===== src/rtl/video_fetch_pkg.sv =====
// ---------------------------------------------------------------------------
// video_fetch_pkg
// Shared definitions for the video fetch responder:
//   - fetch_state_e : responder FSM states
//   - LINE_WORDS    : 16-bit words per 64-bit video line
//   - ADDR_W        : word address width
//   - word_slot_lsb : maps a word index to its bit position in the line
//                     (word 0, lowest address, lands in [63:48])
// ---------------------------------------------------------------------------
package video_fetch_pkg;

    localparam int LINE_WORDS = 4;
    localparam int ADDR_W     = 23;

    typedef enum logic [1:0] {
        IDLE     = 2'd0,
        FETCH    = 2'd1,
        DONE     = 2'd2,
        PF_FETCH = 2'd3
    } fetch_state_e;

    // Lowest bit of the 16-bit slot that word idx occupies in the line.
    function automatic logic [5:0] word_slot_lsb(input logic [1:0] idx);
        return 6'd48 - {idx, 4'b0000};
    endfunction

endpackage


===== src/rtl/video_line_buffer.sv =====
// ---------------------------------------------------------------------------
// video_line_buffer
// 4x16 assembly register for one video line. Each write stores a word into
// the slot selected by wr_idx; the whole 64-bit line is presented at once.
// Ports:
//   clk_32   in   system clock
//   reset_n  in   asynchronous active-low reset (clears the line)
//   wr_en    in   store wr_data this cycle
//   wr_idx   in   word index 0..3 (0 -> [63:48], 3 -> [15:0])
//   wr_data  in   16-bit word
//   line     out  assembled 64-bit line
// ---------------------------------------------------------------------------
module video_line_buffer
    import video_fetch_pkg::*;
(
    input  logic        clk_32,
    input  logic        reset_n,
    input  logic        wr_en,
    input  logic [1:0]  wr_idx,
    input  logic [15:0] wr_data,
    output logic [63:0] line
);

    logic [63:0] line_r;

    // Word capture into the slot selected by the write index
    always_ff @(posedge clk_32 or negedge reset_n) begin
        if (!reset_n) begin
            line_r <= 64'h0;
        end else if (wr_en) begin
            line_r[word_slot_lsb(wr_idx) +: 16] <= wr_data;
        end
    end

    assign line = line_r;

endmodule


===== src/rtl/video_fetch_responder.sv =====
// ---------------------------------------------------------------------------
// video_fetch_responder
// Memory-side responder for the video fetch interface. A request sampled in
// the video bus slot triggers four 16-bit reads from the arbiter port; the
// words are assembled into one 64-bit line and published with a one-cycle
// data_valid pulse. A per-word watchdog aborts a stalled fetch.
//
// Optional feature (macro VIDEO_FETCH_PREFETCH_EN): after each line, the next
// line (base+4) is fetched speculatively into a second buffer; a request for
// that line is served without memory traffic.
//
// Ports:
//   clk_32      in   system clock
//   reset_n     in   asynchronous active-low reset
//   bus_cycle   in   bus-cycle phase (request sampled when == VIDEO_SLOT)
//   vaddr       in   word address of the line (bits [1:0] ignored)
//   read        in   fetch request
//   data        out  last fetched line (word 0 in [63:48])
//   data_valid  out  one-cycle pulse when data updates
//   mem_req     out  word read request to the arbiter
//   mem_addr    out  word address, stable while mem_req is high
//   mem_ack     in   arbiter accept; mem_rdata valid in the same cycle
//   mem_rdata   in   read word
//   overrun     out  sticky: request arrived while busy
//   timeout     out  sticky: a word exceeded TIMEOUT cycles
// ---------------------------------------------------------------------------
module video_fetch_responder
    import video_fetch_pkg::*;
#(
    parameter logic [1:0] VIDEO_SLOT = 2'd0,
    parameter int         TIMEOUT    = 64
) (
    input  logic        clk_32,
    input  logic        reset_n,
    input  logic [1:0]  bus_cycle,
    input  logic [22:0] vaddr,
    input  logic        read,
    output logic [63:0] data,
    output logic        data_valid,
    output logic        mem_req,
    output logic [22:0] mem_addr,
    input  logic        mem_ack,
    input  logic [15:0] mem_rdata,
    output logic        overrun,
    output logic        timeout
);

    localparam int             WD_W    = $clog2(TIMEOUT);
    localparam logic [WD_W-1:0] WD_LAST = WD_W'(TIMEOUT - 1);
    localparam logic [WD_W-1:0] WD_ONE  = WD_W'(1);
    localparam logic [WD_W-1:0] WD_ZERO = WD_W'(0);

    fetch_state_e      state_r, state_nx;
    logic [1:0]        idx_r, idx_nx;
    logic [22:0]       base_r, base_nx;
    logic [WD_W-1:0]   wdog_r, wdog_nx;
    logic              mem_req_r, mem_req_nx;
    logic [22:0]       mem_addr_r, mem_addr_nx;
    logic [63:0]       data_r, data_nx;
    logic              data_valid_r, data_valid_nx;
    logic              overrun_r, overrun_nx;
    logic              timeout_r, timeout_nx;

    logic              req_s;
    logic [22:0]       req_base_s;
    logic              buf_wr_s;
    logic [63:0]       line_s;
    logic              start_s;
    logic [22:0]       start_base_s;
    logic [1:0]        unused_vaddr_s;

    assign req_s          = read && (bus_cycle == VIDEO_SLOT);
    assign req_base_s     = {vaddr[22:2], 2'b00};
    assign unused_vaddr_s = vaddr[1:0];

    video_line_buffer u_line_buf (
        .clk_32  (clk_32),
        .reset_n (reset_n),
        .wr_en   (buf_wr_s),
        .wr_idx  (idx_r),
        .wr_data (mem_rdata),
        .line    (line_s)
    );

`ifdef VIDEO_FETCH_PREFETCH_EN
    logic [22:0]       pf_base_r, pf_base_nx;
    logic              pf_valid_r, pf_valid_nx;
    logic              hold_r, hold_nx;   // same-base request waiting on prefetch
    logic              abort_r, abort_nx; // other-base request pending in base_r
    logic              pf_wr_s;
    logic [63:0]       pf_line_s;

    video_line_buffer u_pf_buf (
        .clk_32  (clk_32),
        .reset_n (reset_n),
        .wr_en   (pf_wr_s),
        .wr_idx  (idx_r),
        .wr_data (mem_rdata),
        .line    (pf_line_s)
    );
`endif

    // Next-state and next-output logic of the fetch FSM
    always_comb begin
        state_nx      = state_r;
        idx_nx        = idx_r;
        base_nx       = base_r;
        wdog_nx       = wdog_r;
        mem_req_nx    = mem_req_r;
        mem_addr_nx   = mem_addr_r;
        data_nx       = data_r;
        data_valid_nx = 1'b0;
        overrun_nx    = overrun_r;
        timeout_nx    = timeout_r;
        buf_wr_s      = 1'b0;
        start_s       = 1'b0;
        start_base_s  = req_base_s;
`ifdef VIDEO_FETCH_PREFETCH_EN
        pf_base_nx    = pf_base_r;
        pf_valid_nx   = pf_valid_r;
        hold_nx       = hold_r;
        abort_nx      = abort_r;
        pf_wr_s       = 1'b0;
`endif
        case (state_r)
            IDLE: begin
                if (req_s) begin
`ifdef VIDEO_FETCH_PREFETCH_EN
                    if (pf_valid_r && (req_base_s == pf_base_r)) begin
                        data_nx       = pf_line_s;
                        data_valid_nx = 1'b1;
                    end else begin
                        start_s = 1'b1;
                    end
                    pf_valid_nx = 1'b0;
`else
                    start_s = 1'b1;
`endif
                end else begin
                    state_nx = IDLE;
                end
            end
            FETCH: begin
                if (req_s) begin
                    overrun_nx = 1'b1;
                end else begin
                    overrun_nx = overrun_r;
                end
                if (mem_ack) begin
                    buf_wr_s = 1'b1;
                    wdog_nx  = WD_ZERO;
                    if (idx_r == 2'd3) begin
                        state_nx   = DONE;
                        mem_req_nx = 1'b0;
                    end else begin
                        // base is line aligned, so the word index is just the low bits
                        idx_nx      = idx_r + 2'd1;
                        mem_addr_nx = {base_r[22:2], idx_r + 2'd1};
                    end
                end else if (wdog_r == WD_LAST) begin
                    mem_req_nx    = 1'b0;
                    data_nx       = 64'h0;
                    data_valid_nx = 1'b1;
                    timeout_nx    = 1'b1;
                    state_nx      = IDLE;
                end else begin
                    wdog_nx = wdog_r + WD_ONE;
                end
            end
            DONE: begin
                if (req_s) begin
                    overrun_nx = 1'b1;
                end else begin
                    overrun_nx = overrun_r;
                end
                data_nx       = line_s;
                data_valid_nx = 1'b1;
`ifdef VIDEO_FETCH_PREFETCH_EN
                // speculative fetch of the following line (address wraps)
                pf_base_nx  = base_r + 23'd4;
                pf_valid_nx = 1'b0;
                hold_nx     = 1'b0;
                abort_nx    = 1'b0;
                idx_nx      = 2'd0;
                wdog_nx     = WD_ZERO;
                mem_req_nx  = 1'b1;
                mem_addr_nx = base_r + 23'd4;
                state_nx    = PF_FETCH;
`else
                state_nx = IDLE;
`endif
            end
`ifdef VIDEO_FETCH_PREFETCH_EN
            PF_FETCH: begin
                if (req_s && (req_base_s == pf_base_r)) begin
                    hold_nx = 1'b1;
                end else if (req_s) begin
                    abort_nx = 1'b1;
                    base_nx  = req_base_s;
                end else begin
                    hold_nx = hold_r;
                end
                if (mem_ack) begin
                    pf_wr_s = 1'b1;
                    wdog_nx = WD_ZERO;
                    if (abort_nx) begin
                        start_s      = 1'b1;
                        start_base_s = base_nx;
                        pf_valid_nx  = 1'b0;
                        abort_nx     = 1'b0;
                        hold_nx      = 1'b0;
                    end else if (idx_r == 2'd3) begin
                        mem_req_nx = 1'b0;
                        state_nx   = IDLE;
                        if (hold_nx) begin
                            // last word goes to [15:0]; merge it straight into the output
                            data_nx       = {pf_line_s[63:16], mem_rdata};
                            data_valid_nx = 1'b1;
                            pf_valid_nx   = 1'b0;
                            hold_nx       = 1'b0;
                        end else begin
                            pf_valid_nx = 1'b1;
                        end
                    end else begin
                        idx_nx      = idx_r + 2'd1;
                        mem_addr_nx = {pf_base_r[22:2], idx_r + 2'd1};
                    end
                end else if (wdog_r == WD_LAST) begin
                    // a stalled speculative fetch is dropped silently
                    mem_req_nx  = 1'b0;
                    state_nx    = IDLE;
                    pf_valid_nx = 1'b0;
                    if (abort_nx) begin
                        start_s      = 1'b1;
                        start_base_s = base_nx;
                    end else if (hold_nx) begin
                        start_s      = 1'b1;
                        start_base_s = pf_base_r;
                    end else begin
                        start_s = 1'b0;
                    end
                    abort_nx = 1'b0;
                    hold_nx  = 1'b0;
                end else begin
                    wdog_nx = wdog_r + WD_ONE;
                end
            end
`endif
            default: begin
                state_nx   = IDLE;
                mem_req_nx = 1'b0;
            end
        endcase

        if (start_s) begin
            state_nx    = FETCH;
            base_nx     = start_base_s;
            idx_nx      = 2'd0;
            wdog_nx     = WD_ZERO;
            mem_req_nx  = 1'b1;
            mem_addr_nx = start_base_s;
        end else begin
            state_nx = state_nx;
        end
    end

    // State and registered outputs
    always_ff @(posedge clk_32 or negedge reset_n) begin
        if (!reset_n) begin
            state_r      <= IDLE;
            idx_r        <= 2'd0;
            base_r       <= 23'd0;
            wdog_r       <= WD_ZERO;
            mem_req_r    <= 1'b0;
            mem_addr_r   <= 23'd0;
            data_r       <= 64'h0;
            data_valid_r <= 1'b0;
            overrun_r    <= 1'b0;
            timeout_r    <= 1'b0;
        end else begin
            state_r      <= state_nx;
            idx_r        <= idx_nx;
            base_r       <= base_nx;
            wdog_r       <= wdog_nx;
            mem_req_r    <= mem_req_nx;
            mem_addr_r   <= mem_addr_nx;
            data_r       <= data_nx;
            data_valid_r <= data_valid_nx;
            overrun_r    <= overrun_nx;
            timeout_r    <= timeout_nx;
        end
    end

`ifdef VIDEO_FETCH_PREFETCH_EN
    // Prefetch bookkeeping registers
    always_ff @(posedge clk_32 or negedge reset_n) begin
        if (!reset_n) begin
            pf_base_r  <= 23'd0;
            pf_valid_r <= 1'b0;
            hold_r     <= 1'b0;
            abort_r    <= 1'b0;
        end else begin
            pf_base_r  <= pf_base_nx;
            pf_valid_r <= pf_valid_nx;
            hold_r     <= hold_nx;
            abort_r    <= abort_nx;
        end
    end
`endif

    assign data       = data_r;
    assign data_valid = data_valid_r;
    assign mem_req    = mem_req_r;
    assign mem_addr   = mem_addr_r;
    assign overrun    = overrun_r;
    assign timeout    = timeout_r;

endmodule

===== config.mk =====
export PLATFORM = sky130hd
export DESIGN_NAME = video_fetch_responder
export DESIGN_NICKNAME = d
export VERILOG_FILES = /design/src/rtl/video_fetch_pkg.sv /design/src/rtl/video_line_buffer.sv /design/src/rtl/video_fetch_responder.sv
export SDC_FILE = /design/constraint.sdc
export NUM_CORES = 1
export LEC_CHECK = 0
export ABC_AREA = 1
export BUFFER_PORTS_ARGS = -buffer_cell sky130_fd_sc_hd__buf_2
export CAP_MARGIN = 20
export CORE_MARGIN = 8
export CORE_UTILIZATION = 60
export CTS_CLUSTER_DIAMETER = 80
export DETAILED_ROUTE_END_ITERATION = 8
export GPL_TIMING_DRIVEN = 0
export PLACE_DENSITY = 0.86
export SYNTH_ARGS = -nofsm -noshare
export SYNTH_HDL_FRONTEND = slang
export SYNTH_SLANG_ARGS = --single-unit

===== constraint.sdc =====
create_clock -name clk_32 -period 5.2 [get_ports clk_32]
set_clock_uncertainty 0.05 [all_clocks]
set_input_delay 1.04 -clock clk_32 [delete_from_list [all_inputs] [get_ports clk_32]]
set_output_delay 1.04 -clock clk_32 [all_outputs]
set_load 0.02 [all_outputs]

==> run metrics, run 1 <==
status=complete, no violations; leak pwr=5.196 nW; reg2reg end=u_line_buf.line[24]$_DFFE_PN0P_; non-filler cells, final=1195; CTS Sinks=184; CP Launch Type=flip-flop; Initial Util=0.6115; Yosys reg bits=184; Bufs on Longest Clock Path=2; share of cells above drive strength 1=0.2227; Yosys top cell area share=0.5731; post-synthesis sequential area ratio=0.5731; hpwl dp=15080 um; cell area after synthesis=8034 sq um; crit path capture type=flip-flop; reg2reg path depth=9; Synth Net Count=903; Core Box Area=13140 sq um; vias in the first global route=7033; arrival time worst endpoint=3.07 ns; Boundary Pins=136; # H-tree levels=4; Slew @ Worst Pin=0.7259 ns; critical-path maximum fanout=10; Setup TNS=0 ns; Peak supply drop=0.3156 mV; die area=17350 sq um; CP startpoint=idx_r[0]$_DFFE_PN0P_; clock-pin slew on the worst setup and hold paths=0.07 ns; FF-to-FF Start=idx_r[0]$_DFFE_PN0P_; Tmin final=2.749 ns; EDFF count, synth=0; Area growth, synth to finish=19.36%; CTS tree=yes; via count=6966; reg2reg setup slack=2.45 ns; slowest cell on the critical path=dfrtp_1; post-CTS sizing=0; vias per cell=5.829; Die Ht=131.7 um; Slew Limit Headroom=0.5161; Synth top cells by count=nand2_1 (213), dfrtp_1 (184), nand3_1 (78), o21ai_0 (76), o211ai_1 (64); Cell Pwr Density=391.8 nW/um^2; final wirelength=21670 um; Top FF cell, synth=dfrtp_1; DRT iter0 DRCs=589; largest cells by area after synthesis=dfrtp_1 (57%), nand2_1 (10%), o211ai_1 (6.0%); largest net degree at the start of global routing=98; Mapped Cells=849; worst hold slack=0.4210 ns; number of max-cap violations=0; RSZ-0062 raised after global routing=false; Final ANT Viol Nets=0; CP max stage delay=0.42 ns; Mapped Avg Cell Area=9.463 sq um; IO Port Bufs=133; TritonCTS buffer count=17; # DRC=0; first-pass GRT wire length=35450 um; hold violation total from the final report=0; GRT Total Usage=0.2528; PnR worst setup slack=2.451 ns; max-slew violations=0; die width=131.7 um; initial antenna violation count=3; Post-Place Setup Slack=2.546 ns; setup bufs post-CTS=0; Nets=1056; critical-path cell list=clkbuf_1 > clkbuf_1 > inv_1 > ha_1 > inv_1 > nor2_2 > clkbuf_1 > nand3_1 > nand2_1; period utilization=0.5286; Most common cell on crit path=clkbuf_1; Yosys top cell by area=dfrtp_1; dpl cells=1159; GRT overflow=0; ys async rst share=1.000; HP Class=reg -> reg; capture point of the worst path=u_line_buf.line[24]$_DFFE_PN0P_; fmax=0.3638 GHz; Root Driver=clkbuf_16; wire length per cell=18.13 um; drt pass-1 iters=5; Distinct cells, synth=30; setup violators final=0; GPL Wtd Cong=0.9757; Clock Latency Late Sink=0.43 ns; CTS Hold Bufs=0; most common cell in the netlist=nand2_1; Yosys warning count=0; Worst Path Class, Setup=reg -> reg; Worst Path Required=5.52 ns; std cell rows=42
through the flow:
| step | utilization | power (mW) | cell area (sq um) |
|---|---|---|---|
| 5_1_grt | 0.7295 | 3.908 | 9584 |
| 3_3_place_gp | 0.6790 | 2.386 | 8920 |
| 4_1_cts | 0.7291 | 3.759 | 9579 |
| 2_1_floorplan | - | 2.149 | 8034 |
| 3_5_place_dp | 0.6818 | 2.411 | 8957 |
| 6_report | 0.7299 | 3.757 | 9589 |
critical path: cells and delay by family (launching register included):
| family | cells | cell delay (ns) |
|---|---|---|
| buffers and inverters | 5 | 1.23 |
| AND/OR/NAND/NOR | 3 | 0.57 |
| flip-flops | 1 | 0.42 |
| adder cells (fa/ha/maj) | 1 | 0.40 |
cell families after synthesis:
group           Yosys count  synth area share
simple gates            388            0.2201
flops                   184            0.5731
compound gates          171            0.1313
buf+inv                  95           0.05934
fa+ha+maj                 9           0.01402
xor+xnor                  2          0.002181
area by class of cell:
type	count	area, sq um
Antenna cell	4	10.01
Buffer	65	359.1
Clock buffer	19	452.9
Clock inverter	13	168.9
Fill cell	973	3548
Inverter	30	117.6
Multi-Input combinational cell	570	2953
Sequential cell	184	4604
Tap cell	176	220.2
Timing Repair Buffer	134	703.2
flip-flops by register name (all words and copies together) (netlist names):
name,flops
state_r,2
wdog_r,6
mem_req,1
idx_r,1
base_r,21
u_line_buf.line,64
timeout,1
data_valid,1
mem_addr,22
overrun,1
data,64
report_power, final:
group	internal (mW)	switching (mW)
Clock	0.788	0.563
Combinational	0.198	0.475
Sequential	1.62	0.110
Total	2.61	1.15
worst min path at each step:
| stage | startpoint | to | slack (ns) | depth (start not counted) |
|---|---|---|---|---|
| finish | timeout$_DFFE_PN0P_ | timeout$_DFFE_PN0P_ | 0.42 | 2 |
| global route | base_r[22]$_DFFE_PN0P_ | base_r[22]$_DFFE_PN0P_ | 0.45 | 2 |
| CTS | timeout$_DFFE_PN0P_ | timeout$_DFFE_PN0P_ | 0.42 | 2 |
| detailed placement | timeout$_DFFE_PN0P_ | timeout$_DFFE_PN0P_ | 0.41 | 2 |
| global placement | timeout$_DFFE_PN0P_ | timeout$_DFFE_PN0P_ | 0.39 | 2 |
| floorplan | base_r[10]$_DFFE_PN0P_ | base_r[10]$_DFFE_PN0P_ | 0.39 | 2 |
layout by cell type (no fill, tap or decap), types with 2 or more instances in the layout:
| master | instances |
|---|---|
| nand2_2 | 2 |
| o21ai_0 | 76 |
| buf_4 | 5 |
| nor2_1 | 37 |
| inv_6 | 2 |
| nand3_1 | 78 |
| nand2_4 | 3 |
| clkinv_2 | 3 |
| o211ai_1 | 64 |
| ha_1 | 9 |
| inv_2 | 4 |
| nand2_1 | 213 |
| clkbuf_1 | 35 |
| buf_1 | 3 |
| nand4_1 | 33 |
| dfrtp_1 | 184 |
| diode_2 | 4 |
| nand3_2 | 12 |
| nor2_2 | 7 |
| buf_6 | 11 |
| bufinv_16 | 3 |
| o21ai_1 | 6 |
| clkinv_4 | 5 |
| clkbuf_16 | 17 |
| buf_2 | 143 |
| clkbuf_8 | 2 |
| a31oi_1 | 21 |
| inv_1 | 25 |
| xor2_1 | 2 |
metal layers:
metal,track usage,routed length (um),up-vias
li1,-,-,3231
met1,0.3174,8937,3358
met2,0.3998,10340,308
met3,0.06136,1613,69
met4,0.1327,780,0
met5,0,0,-
No activity file was read; power rests on OpenSTA's default activity.
==> run 2: changes to the inputs <==
ABC_AREA = 0   (was 1)
CORE_UTILIZATION = 55   (was 60)
PLACE_DENSITY = 0.81   (was 0.86)
clock period = 2.7 ns   (was 5.2 ns; I/O delays follow)
==> run 2 against run 1 <==
Net effect:
- power up 77%
- worst hold slack lost 0.15 ns
- clock-buffer cell count grew 2
- clock power grew 90%
- final cell count is 27% lower
- non-clock buffer count down 27
- sequential power increased by 90%
- wire length shrank 20%
- utilization shrank 4.3 points
- register-to-register slack lost 2.1 ns
- critical path depth decreased by 4
- worst setup slack worse by 2.1 ns
- largest power group unchanged
==> run metrics, run 2 <==
CP max stage delay=0.55 ns (+0.13 ns); hold violation total from the final report=0 (unchanged); Nets=741 (-30%); met2 wire len=8118 um (-21%); Die Ht=129.9 um (-1.4%); largest cells by area after synthesis=dfrtp_1 (65%), a22o_1 (15%), nand2_1 (3.8%); die area=16860 sq um (-2.8%); slowest cell on the critical path=dfrtp_1; leak pwr=4.647 nW (-11%); std cell rows=41 (-2.4%); Bufs on Longest Clock Path=2 (unchanged); Clock Latency Late Sink=0.42 ns (about the same); # DRC=0 (unchanged); Synth top cells by count=dfrtp_1 (184), a22o_1 (124), nand2_1 (73), o21ai_0 (22), mux2i_1 (21); Mapped Cells=534 (-37%); period utilization=0.8563 (+0.3277); Peak supply drop=0.4786 mV (+52%); RSZ-0062 raised after global routing=false; Worst Path Required=3.01 ns (-2.51 ns); Initial Util=0.5649 (-0.04658); Synth Net Count=588 (-35%); Top FF cell, synth=dfrtp_1; critical-path maximum fanout=10 (unchanged); Yosys reg bits=184 (unchanged); vias in the first global route=5179 (-26%); Yosys warning count=0 (unchanged); critical-path cell list=inv_1 > ha_1 > nor4_4 > buf_2 > a22o_1; ys async rst share=1.000 (unchanged); commonest non-fill, non-tap cell in the layout=dfrtp_1; crit path capture type=flip-flop; GRT overflow=0 (unchanged); dpl cells=839 (-28%); Net Sw Power=1.697 mW (+48%); reg2reg path depth=5 (-4); switch share=0.2554 (-0.05037); CTS tree=yes; Mapped Avg Cell Area=13.35 sq um (+41%); # H-tree levels=4 (unchanged); number of max-cap violations=0 (unchanged); Final Cell Area=8666 sq um (-9.6%); Cell Area, Placed=8043 sq um (-10%); Yosys top cell area share=0.6458 (+0.07272); Slew Limit Headroom=0.5720 (+0.05589); DRT met1 WL=7247 um (-19%); fmax=0.4325 GHz (+19%); GRT Total Usage=0.2122 (-0.04061); Core Box Area=12620 sq um (-3.9%); final wirelength=17270 um (-20%); Worst Path Class, Setup=reg -> reg; TritonCTS buffer count=17 (unchanged); drt pass-1 iters=4 (-1); Distinct cells, synth=46 (+53%); Area growth, synth to finish=21.55%; most common cell in the netlist=dfrtp_1; max layer used=met5; non-filler cells, final=871 (-27%); worst hold stages=3 (+1); IO Port Bufs=132 (-0.75%); status=complete, no violations; CP Launch Type=flip-flop; Tmin final=2.312 ns (-0.4369 ns); Post-Place Setup Slack=0.4212 ns (-2.125 ns); CTS Sinks=184 (unchanged); Flop pwr share=0.493 (+0.032); via count=5090 (-27%); GPL Wtd Cong=0.8378 (-14%); vias per cell=5.844 (+0.25%); Cell Pwr Density=766.7 nW/um^2 (+96%); post-synthesis sequential area ratio=0.6458 (+0.07272); Slew @ Worst Pin=0.6420 ns (-0.08384 ns); Tot Pwr=6.644 mW (+77%); initial antenna violation count=1 (-2); max-slew violations=0 (unchanged); EDFF count, synth=0 (unchanged); setup violators final=0 (unchanged); Root Driver=clkbuf_16; Final ANT Viol Nets=0 (unchanged); share of cells above drive strength 1=0.2904 (+0.06775); wire length per cell=19.83 um (+9.4%); Clk network pwr share=0.385 (+0.025); cell area after synthesis=7129 sq um (-11%); Int Pwr=4.947 mW (+90%); arrival time worst endpoint=2.62 ns (-0.45 ns); DRT iter0 DRCs=392 (-33%); Ant. Diodes=0 (-4); clock-pin slew on the worst setup and hold paths=0.06 ns (about the same); largest net degree at the start of global routing=136 (+39%); Boundary Pins=136 (unchanged); PnR worst setup slack=0.3880 ns (-2.063 ns); Yosys top cell by area=dfrtp_1; Filler Cell Count=918 (-5.7%); die width=129.9 um (-1.4%); HP Class=in -> reg; metal3 WL=1536 um (-4.8%); hpwl dp=12250 um (-19%); most frequent cells in the layout=dfrtp_1 (184), buf_2 (146), a22o_1 (124); first-pass GRT wire length=27410 um (-23%); logic gate share of total power=0.122 (-0.057)
run 2: cell types whose count changed after synthesis, moves of 21 or more:
cell / before / now
nand2_1: 213 / 73
a22o_1: 0 / 124
nand3_1: 78 / 3
o211ai_1: 64 / 0
o21ai_0: 76 / 22
nor2_1: 37 / 1
nand4_1: 33 / 2
clkbuf_1: 35 / 10
mux2i_1: 0 / 21
run 2: kinds of logic (layout without fill, tap and decap cells):
logic type / Yosys count / after routing / share of synthesized area
simple gates: 99 / 99 / 0.06792
buf+inv: 46 / 211 / 0.03791
flops: 184 / 184 / 0.6458
compound gates: 174 / 174 / 0.2018
mux: 21 / 21 / 0.02948
xor+xnor: 1 / 1 / 0.001229
fa+ha+maj: 9 / 9 / 0.01580
run 2: area by class of cell:
class / count / area, sq um / share of cell area
Sequential cell: 184 / 4604 / 0.5313
Multi-Input combinational cell: 304 / 2255 / 0.2602
Timing Repair Buffer: 134 / 708.2 / 0.08172
Clock buffer: 21 / 470.5 / 0.05429
Buffer: 38 / 240.2 / 0.02772
Tap cell: 172 / 215.2 / 0.02483
Clock inverter: 10 / 142.6 / 0.01646
Inverter: 8 / 30.03 / 0.003465
run 2: repair_timing:
action | CTS | global route
resized for setup | 0 | 0
setup buffers | 0 | 0
endpoints found under the hold margin | 49 | 0
hold buffers | 1 | 0
run 2: power groups by stage:
stage	clock (mW)	sequential (mW)	combinational (mW)
floorplan	0	3.40	0.380
global placement	0	3.31	0.782
detailed placement	0	3.32	0.814
CTS	2.60	3.27	0.826
global route	2.71	3.31	0.900
finish	2.56	3.28	0.812
run 2: path summary, 6_finish.rpt:
check / endpoint / startpoint / slack, ns
max: u_line_buf.line[63]$_DFFE_PN0P_ / idx_r[0]$_DFFE_PN0P_ / 0.39
min: base_r[3]$_DFFE_PN0P_ / vaddr[3] / 0.27
max reg2reg: u_line_buf.line[63]$_DFFE_PN0P_ / idx_r[0]$_DFFE_PN0P_ / 0.39
min reg2reg: overrun$_DFFE_PN0P_ / overrun$_DFFE_PN0P_ / 0.41
max in group asynchronous: base_r[10]$_DFFE_PN0P_ / reset_n / 1.10
min in group asynchronous: data[18]$_DFFE_PN0P_ / reset_n / 0.56
run 2: stage by stage:
stage,setup TNS [ns],hold slack (ns),utilization
finish,0,0.2721,0.6867
global placement,-289.27,0.3861,0.6343
floorplan,0,0.1944,-
global route,0,0.2615,0.6867
CTS,0,0.2572,0.6867
detailed placement,0,0.4004,0.6373
run 2: layer usage:
metal	global-route usage	up-vias
met1	0.2764	2556
met2	0.3271	211
met3	0.05916	36
li1	-	2285
met4	0.09426	2
met5	0	-
run 2: critical path, delay by kind of cell, from the launching register on:
kind | cells | cell delay (ns)
AO/OA/AOI/OAI | 1 | 0.16
adder cells (fa/ha/maj) | 1 | 0.44
buffers and inverters | 2 | 0.51
flip-flops | 1 | 0.55
AND/OR/NAND/NOR | 1 | 0.53
==> run 3: changes to the inputs <==
BUFFER_PORTS_ARGS = unset   (was -buffer_cell sky130_fd_sc_hd__buf_2)
CORE_UTILIZATION = 63   (was 55)
DONT_BUFFER_PORTS = 1   (was unset)
==> run 3 against run 2 <==
Net effect:
- the flow now finishes with violations (hold timing)
- worst hold slack worse by 0.51 ns
- register-to-register slack worse by 0.21 ns
- sequential cell count stayed put
- combinational power is 43% lower
- clock power is 2% lower
- largest cell class unchanged
==> run metrics, run 3 (synthesized netlist as in run 2, its figures left out) <==
status=finished, violations left; failing checks=hold timing; final wirelength=17010 um (-1.5%); commonest non-fill, non-tap cell in the layout=dfrtp_1; max-slew violations=0 (unchanged); crit path capture type=flip-flop; Peak supply drop=0.6538 mV (+37%); period utilization=0.9340 (+0.07769); Final Cell Area=7911 sq um (-8.7%); post-CTS sizing=0 (unchanged); HP Class=in -> async; Worst Path Class, Setup=reg -> reg; Area growth, synth to finish=10.97%; Nets=607 (-18%); vias in the first global route=4804 (-7.2%); arrival time worst endpoint=2.83 ns (+0.21 ns); via count=4604 (-9.5%); RSZ-0062 raised after global routing=false; hold violation total from the final report=184 (+184); setup bufs post-CTS=0 (unchanged); Final ANT Viol Nets=0 (unchanged); critical-path maximum fanout=10 (unchanged); Cell Area, Placed=7308 sq um (-9.1%); PnR worst setup slack=0.1783 ns (-0.2098 ns); GRT overflow=0 (unchanged); CTS Sinks=184 (unchanged); TritonCTS buffer count=17 (unchanged); die area=14980 sq um (-11%); worst hold slack=-0.2382 ns (-0.5103 ns); FF-to-FF Start=idx_r[0]$_DFFE_PN0P_; die width=122.4 um (-5.8%); IO Port Bufs=0 (-100%); Initial Util=0.6352 (+0.07029); reg2reg path depth=5 (unchanged); share of cells above drive strength 1=0.1257 (-0.1648); Clock Latency Late Sink=0.42 ns (about the same); Worst Path Required=3.01 ns (about the same); Post-Place Setup Slack=0.2011 ns (-0.2201 ns); vias per cell=6.503 (+11%); Bufs on Longest Clock Path=2 (unchanged); drt pass-1 iters=5 (+1); leak pwr=3.983 nW (-14%); CTS tree=yes; non-filler cells, final=708 (-19%); Final Core Density=0.7049 (+0.01821); fmax=0.3966 GHz (-8.3%); hpwl dp=11610 um (-5.2%); Cell Pwr Density=809.5 nW/um^2 (+5.6%); std cell rows=39 (-4.9%); Boundary Pins=136 (unchanged); DRT iter0 DRCs=338 (-14%); clock-pin slew on the worst setup and hold paths=0.06 ns (about the same); dpl cells=677 (-19%); most frequent cells in the layout=dfrtp_1 (184), a22o_1 (124), nand2_1 (73); GRT Total Usage=0.2328 (+0.02066); Slew Limit Headroom=0.5936 (+0.02163); Tmin final=2.522 ns (+0.2098 ns); CP Launch Type=flip-flop; number of max-cap violations=0 (unchanged); Die Ht=122.4 um (-5.8%); first-pass GRT wire length=26630 um (-2.8%); largest net degree at the start of global routing=185 (+36%); Ant. Diodes=0 (unchanged); Core Box Area=11220 sq um (-11%); Root Driver=clkbuf_16; wire length per cell=24.03 um (+21%); setup violators final=0 (unchanged); # H-tree levels=4 (unchanged); reg2reg end=u_line_buf.line[63]$_DFFE_PN0P_; initial antenna violation count=0 (-1); Tot Pwr=6.404 mW (-3.6%); # DRC=0 (unchanged); Setup TNS=0 ns (unchanged); Slew @ Worst Pin=0.6076 ns (-0.03442 ns); GPL Wtd Cong=0.8552 (+2.1%); reg2reg setup slack=0.18 ns (-0.21 ns)
-- run 3: area by class of cell --
type | instances | area, sq um
clock inverters | 12 | 150.1
clock buffers | 19 | 452.9
multi-input cells | 304 | 2255
plain buffers | 38 | 240.2
fillers | 738 | 3312
flip-flops and latches | 184 | 4604
well taps | 143 | 178.9
inverters | 8 | 30.03
-- run 3: routing by layer --
metal	global-route usage	up-vias	routed length, um
li1	-	2014	-
met1	0.2766	2373	6508
met2	0.3659	184	8188
met3	0.1030	33	1905
met4	0.09520	0	412
met5	0	-	0
-- run 3: worst max-delay path by stage --
stage / from / to / depth (start not counted)
after floorplan: idx_r[0]$_DFFE_PN0P_ / u_line_buf.line[54]$_DFFE_PN0P_ / 5
after global placement: idx_r[0]$_DFFE_PN0P_ / u_line_buf.line[60]$_DFFE_PN0P_ / 5
after detailed placement: idx_r[0]$_DFFE_PN0P_ / u_line_buf.line[62]$_DFFE_PN0P_ / 5
after CTS: idx_r[0]$_DFFE_PN0P_ / u_line_buf.line[63]$_DFFE_PN0P_ / 5
after global routing: idx_r[0]$_DFFE_PN0P_ / u_line_buf.line[54]$_DFFE_PN0P_ / 5
final: idx_r[0]$_DFFE_PN0P_ / u_line_buf.line[63]$_DFFE_PN0P_ / 5
-- run 3: power breakdown --
group | switching, mW | internal [mW] | leakage, nW
Clock | 1.00 | 1.50 | 0.291
Combinational | 0.215 | 0.244 | 1.21
Sequential | 0.367 | 3.08 | 2.48
-- run 3: critical path, cell delays in order, from the launching register on --
cell	delay [ns]
dfrtp_1	0.67
inv_1	0.23
ha_1	0.46
nor4_4	0.56
buf_2	0.32
a22o_1	0.16
